## src/rtl/pc_npc_bp.sv

```systemverilog
// pc_npc_bp: fetch PC register with a direct-mapped BTB and 2-bit direction counters.
// It predicts the next PC at fetch and is redirected and trained by resolved EX outcomes.
module pc_npc_bp #(
    parameter int               XLEN        = 32,
    parameter logic [XLEN-1:0]  RESET_PC    = '0,
    parameter int               BTB_ENTRIES = 16
) (
    input  logic            clk,
    input  logic            rst,
    input  logic            stall,
    output logic [XLEN-1:0] PC,
    output logic            pred_taken,
    output logic [XLEN-1:0] pred_target,
    input  logic            ex_valid,
    input  logic [XLEN-1:0] ex_pc,
    input  logic            ex_is_ctrl,
    input  logic            ex_taken,
    input  logic [XLEN-1:0] ex_target,
    input  logic            ex_pred_taken,
    input  logic [XLEN-1:0] ex_pred_target,
    output logic            mispredict
);
    localparam int IDX_W = $clog2(BTB_ENTRIES);
    localparam int TAG_W = XLEN - IDX_W - 2;

    logic [XLEN-1:0]  r_pc;
    logic             r_valid [BTB_ENTRIES];
    logic [1:0]       r_ctr   [BTB_ENTRIES];
    logic [TAG_W-1:0] r_tag   [BTB_ENTRIES];
    logic [XLEN-1:0]  r_tgt   [BTB_ENTRIES];

    logic [IDX_W-1:0] w_idx, w_ex_idx;
    logic             w_hit, w_ex_hit, w_train, w_unused;
    logic [XLEN-1:0]  w_corr, w_npc;

    assign w_unused = ex_pred_taken;
    assign PC       = r_pc;

    assign w_idx       = r_pc[IDX_W+1:2];
    assign w_hit       = r_valid[w_idx] && r_tag[w_idx] == r_pc[XLEN-1:IDX_W+2];
    assign pred_taken  = w_hit && r_ctr[w_idx][1];
    assign pred_target = pred_taken ? r_tgt[w_idx] : r_pc + XLEN'(4);

    assign w_ex_idx   = ex_pc[IDX_W+1:2];
    assign w_ex_hit   = r_valid[w_ex_idx] && r_tag[w_ex_idx] == ex_pc[XLEN-1:IDX_W+2];
    assign w_train    = ex_valid && ex_is_ctrl;
    assign w_corr     = ex_taken ? ex_target : ex_pc + XLEN'(4);
    // Comparing against the carried target catches both direction and target errors.
    assign mispredict = w_train && w_corr != ex_pred_target;
    assign w_npc      = mispredict ? w_corr : stall ? r_pc : pred_target;

    always_ff @(posedge clk or posedge rst) begin
        if (rst) begin
            r_pc <= RESET_PC;
            for (int i = 0; i < BTB_ENTRIES; i++) begin
                r_valid[i] <= 1'b0;
                r_ctr[i]   <= 2'b01;
            end
        end else begin
            r_pc <= w_npc;
            if (w_train && w_ex_hit)
                r_ctr[w_ex_idx] <= ex_taken ? (r_ctr[w_ex_idx] == 2'b11 ? 2'b11 : r_ctr[w_ex_idx] + 2'd1)
                                            : (r_ctr[w_ex_idx] == 2'b00 ? 2'b00 : r_ctr[w_ex_idx] - 2'd1);
            else if (w_train && ex_taken) begin
                r_valid[w_ex_idx] <= 1'b1;
                r_ctr[w_ex_idx]   <= 2'b10;
            end
        end
    end

    // Tag and target need no reset; a taken outcome always refreshes both (tag is unchanged on a hit).
    always_ff @(posedge clk) begin
        if (w_train && ex_taken) begin
            r_tag[w_ex_idx] <= ex_pc[XLEN-1:IDX_W+2];
            r_tgt[w_ex_idx] <= ex_target;
        end
    end
endmodule

```

## config.mk

```make
export PLATFORM = sky130hd
export DESIGN_NAME = pc_npc_bp
export DESIGN_NICKNAME = d
export VERILOG_FILES = /design/src/rtl/pc_npc_bp.sv
export SDC_FILE = /design/constraint.sdc
export NUM_CORES = 2
export LEC_CHECK = 0
export BUFFER_PORTS_ARGS = -buffer_cell sky130_fd_sc_hd__buf_2
export CORE_MARGIN = 2
export CORE_UTILIZATION = 45
export CTS_CLUSTER_SIZE = 20
export DETAILED_ROUTE_END_ITERATION = 8
export PLACE_DENSITY = 0.57
export SYNTH_ARGS = -nofsm -noshare
export SYNTH_HDL_FRONTEND = slang
export SYNTH_SLANG_ARGS = --single-unit
```

## constraint.sdc

```tcl
create_clock -name clk -period 7.75 [get_ports clk]
set_input_delay 1.55 -clock clk [delete_from_list [all_inputs] [get_ports clk]]
set_output_delay 1.55 -clock clk [all_outputs]
set_load 0.005 [all_outputs]
```

# Word level (Yosys, flattened, before mapping)
# Memory sizes are Yosys's and may differ from the RTL's.
# Index checks and enable logic that the tools add are counted.
[classes] addsub=4 n_reduce_logical=11 bitwise=7 order_cmp=3 eq_ne=5 n_mux=28
[op_table] op="$mux W32" n=6
[op_table] op="$add A32 B3 Y32 const B" n=2
[op_table] op="$eq A26 B26 Y1" n=2
[op_table] op="$bwmux W32" n=1
[op_table] op="$ne A32 B32 Y1" n=1
[op_table] op="$or A16 B16 Y16" n=2
[op_table] op="$and A16 B16 Y16" n=1
[op_table] op="$bmux W2 S4" n=2
[op_table] op="$mux W2" n=8
[op_table] op="$not A16 Y16" n=1
[op_table] op="$ge A5 B5 Y1 const B" n=2
[op_table] op="$not A4 Y5" n=2
[op_table] op="$bmux W1 S4" n=2
[op_table] op="$demux W2 S4" n=1
[op_table] op="$logic_and A1 B1 Y1" n=8
[op_table] op="$mux W1" n=7
[op_table] op="$lt A5 B1 Y1 const B" n=1
[op_table] op="$demux W1 S4" n=1
[op_table] op="$add A2 B1 Y2 const B" n=1
[op_table] op="$eq A2 B2 Y1 const B" n=1
[op_table] op="$logic_not A2 Y1" n=1
[op_table] op="$ne A2 B1 Y1 const B" n=1
[op_table] op="$reduce_and A2 Y1" n=1
[op_table] op="$reduce_bool A2 Y1" n=1
[op_table] op="2 further kinds" n=2
[word_totals] ff_bits=80 mem_bits_rw=928 mem_count=2
[mem_list] name="r_tgt" depth=16 word_bits=32 rd=1 rd_ports_with_merged_regs=0 write_ports=1 line_no="30" rtl="logic [XLEN-1:0] r_tgt [BTB_ENTRIES];"
[mem_list] name="r_tag" depth=16 word_bits=26 rd=2 rd_ports_with_merged_regs=0 write_ports=1 line_no="29" rtl="logic [TAG_W-1:0] r_tag [BTB_ENTRIES];"

# Logic depth before layout (Yosys ltp)
[depth] word_depth=9 ltp_mapped=19 mapped_depth_nobuf=12

# Worst setup path before layout
# OpenSTA, ideal clock, no wires.
[synth_path] kind="input port to flip-flop" start="input port ex_pc[4]" end="memory r_tag[7][0] in the netlist's numbering (enable)" setup_slack_ns=1.598 arrival_ns=5.678 path_stages=8 n_path_buf=5 cell_sequence="buf_4 > buf_1 > clkbuf_1 > clkbuf_1 > nor2b_1 > clkbuf_1 > nand2_1 > nor2_1"
[synth_rtl] element="from (decl)" line_no="15" rtl="input logic [XLEN-1:0] ex_pc,"
[synth_rtl] element="to (decl)" line_no="29"
# No word-level cell before the write port.

# Worst setup path after layout
[layout_path] start="register r_pc[2] (netlist: PC[2])" end="output port pred_target[27]"
[layout_via] elab_chain_cells=7
[layout_rtl] element="from (decl)" line_no="26" rtl="logic [XLEN-1:0] r_pc;"
[layout_rtl] element="from (signal assigned)" line_no="60" rtl="r_pc <= w_npc;"
[layout_rtl] element="parallel branches: the longest is 6 deep, another holds $mem_v2 Z16 W26"
[layout_rtl] element="$mux W32 *" line_no="42" rtl="assign pred_target = pred_taken ? r_tgt[w_idx] : r_pc + XLEN'(4);"
[layout_rtl] element="to (decl)" line_no="13" rtl="output logic [XLEN-1:0] pred_target,"
# Mark *: on every way between the ends. The select of a mux whose other input is x is not followed.

==> flow_summary_export.csv <==
group,metric,value,unit
clock_network,cts_root_buf,"clkbuf_16",
sta,post-route-period-util,95.2,%
worst_setup_path,crit_required,6.20,ns
min_path,worstHoldPathType,"flop to flop",
placement,routabilityCongestion,0.975,
sta,setup_tns,0,ns
cells_and_area,final_cells,4425,
synthesis,ys_types,92,
status,status,"complete, no violations",
clock_network,htree_levels,3,
sta,slew_violations,0,
global_route,antenna_found_initial,19,
synthesis,synthTopCellsByCount,"edfxtp_1, mux4_2, mux2i_1, nand2_1, xnor2_1",
worst_setup_path,crit_path_start_kind,"flop",
global_route,grt.total_usage,29.1,%
floorplan,die_h,329,microns
detailed_routing,wirelength,157000,microns
global_route,grt_overflow,0,
synthesis,synth_area_leader_cell,"edfxtp_1",
detailed_routing,firstDrtPassIters,8,
detailed_routing,viasPerCell,6.55,
placement,io_buffers,167,
worst_setup_path,cp.arrival,5.83,ns
floorplan,dieArea,0.108,sq mm
global_route,grt_pass1_wl,220000,microns
worst_setup_path,path_cells,"nor2b_1 > a22oi_1 > nand3b_1 > nor4b_1 > a31oi_1 > a2111oi_2 > nand4_4 > buf_4 > a21oi_1 > buf_2",
clock_network,clock_latency,0.73,ns
synthesis,ys_seq_area_share,62.9,%
cells_and_area,finalNetCount,3053,
clock_network,post-cts-setup-buffer-count,0,
cells_and_area,finalInstanceArea,0.0532,sq mm
worst_setup_path,worstSetupPathType,"flop to output pin",
detailed_routing,wire_per_inst,35.6,microns
clock_network,clk_path_buf_depth,3,
cells_and_area,drive_gt1_share,29.1,%
cells_and_area,final_util,50.6,%
synthesis,synthFlopType,"edfxtp_1",
clock_network,cts_hold_buf,0,
global_route,grt_pass1_vias,29000,
synthesis,synth_cells,2791,
clock_network,tritoncts,"built",
cells_and_area,seq_area,0.0299,sq mm
synthesis,ys_warn_count,0,
flow_run,drv_cap,0,
sta,hold-worst-slack,0.488,ns
clock_network,clkSinkCount,1008,
cells_and_area,multi_input_area,0.0164,sq mm
clock_network,cts.repair.resized,0,
synthesis,syn_area,0.0475,sq mm
synthesis,yosysTopAreaCellShare,58.7,%
sta,max_freq,136,MHz
cells_and_area,fill_cells,8601,
floorplan,row_count,119,
floorplan,start_util,45.2,%
power,power_density,270,mW/mm^2
cells_and_area,area_growth,11.9,%
placement,placed_cell_area,0.0499,sq mm
clock_network,clk_pin_slew,0.06,ns
synthesis,synth.avg_cell_area,17.0,sq um
detailed_routing,route.detailed.drc,0,
sta,rsz0062_at_grt,"false",
sta,worst_pin_slew,1.21,ns
sta,setup_violations,0,
placement,placed_cells,4230,
sta,clock-skew-final,0.0548,ns
synthesis,synth-seq-cells,1008,
global_route,grt_start_max_net_pins,69,
placement,hpwl,102000,microns
sta,relSlewSlack,19.0,%
sta,min_period,7.38,ns
detailed_routing,num_vias,29000,
detailed_routing,postRouteAntennaNets,0,
power,leakagePower,17.4,nW
floorplan,die_w,329,microns
synthesis,synth_edf_count,928,
worst_setup_path,rr_worst_depth,11,
sta,finalHoldViolations,0,
synthesis,postSynth.asyncResetShare,7.94,%
synthesis,yosysMostFrequentCell,"edfxtp_1",
worst_setup_path,cp-end-kind,"output pin",
synthesis,synth_nets,2899,
worst_setup_path,crit_fanout,47,
worst_setup_path,rrSetupSlack,2.00,ns
synthesis,synth_area_leaders,"edfxtp_1, mux4_2, dfrtp_1",
floorplan,io-pin-count,169,
worst_setup_path,slowest_stage,"nor2b_1",
floorplan,core_area,0.105,sq mm
worst_setup_path,max_stage_delay,1.01,ns
min_path,min_path_cells,1,
detailed_routing,drt_iter0_drc,4037,
clock_network,cts_buffers,104,
power,peakVddDrop,217,uV
report_power, final:
part           switching (mW)  internal [mW]  total, mW
clock                    2.16           2.69       4.85
sequential              0.246           6.04       6.28
combinational            1.83           1.37       3.20
total                    4.24           10.1       14.3
sequential cells by signal (all words and copies together), names as in the netlist:
register  count
r_tgt       512
r_tag       416
PC           32
r_ctr        32
r_valid      16
layout make-up:
cell class / count / share of cell area [%]
sequential: 1008 / 56.3
timing repair buffer: 259 / 3.04
tap: 1391 / 3.27
antenna: 4 / 0.0188
inverter: 47 / 0.341
clock inverter: 63 / 1.05
clock buffer: 128 / 5.08
multi-input combinational: 1525 / 30.9
routing by layer:
layer | part of all wire (%) | track usage, % | vias up
li1 | - | - | 11700
met1 | 40 | 41.2 | 15300
met4 | 3.0 | 9.29 | 24
met3 | 9.6 | 5.98 | 284
met2 | 47 | 45.4 | 1642
met5 | 0.088 | 0 | -
layout by cell type (no fill, tap or decap), types with 23 or more instances in the layout:
master,count
inv_1,38
and3_1,26
nand3_1,47
a21oi_1,79
xor2_1,35
clkbuf_16,104
clkinv_1,26
mux2_2,29
buf_2,164
a22oi_1,26
clkbuf_1,23
xnor2_1,98
a31oi_1,35
mux2i_1,140
mux4_2,364
nand2_1,135
edfxtp_1,928
nor3_1,28
o22ai_1,26
dfrtp_1,60
buf_4,88
nor2_1,80
o21ai_0,72
cell families (layout without fill, tap and decap cells):
logic type	count (synthesis)	count (layout)	share of synthesized area [%]
flops	1008	1008	62.9
mux	537	537	21.0
simple gates	445	445	4.69
compound gates	399	399	5.78
buf+inv	258	497	2.72
xor+xnor	138	138	2.69
fa+ha+maj	6	6	0.153
other cells	0	4	0
path summary, 6_finish.rpt:
| path | to | from |
|---|---|---|
| worst max-delay path | pred_target[27] | PC[2] |
| worst min-delay path | r_valid[0] | r_valid[0] |
| worst max register to register | PC[23] | PC[2] |
| worst min register to register | r_valid[0] | r_valid[0] |
| max in group asynchronous | r_valid[9] | rst |
| min in group asynchronous | PC[0] | rst |
stage by stage:
step           power [mW]  setup WS [ns]
5_1_grt              14.8          0.249
3_5_place_dp         9.56          0.880
4_1_cts              14.4          0.457
2_1_floorplan        8.40           1.60
3_3_place_gp         9.53          0.935
6_report             14.3          0.374
worst max-delay path, delay by kind of cell, from the launching register on:
kind / cells / cell delay, ns
buffers and inverters: 2 / 0.67
and+or+nand+nor: 4 / 2.03
AOI/OAI and AO/OA: 4 / 1.40
DFF: 1 / 0.89
(Power assumes the default switching activity.)
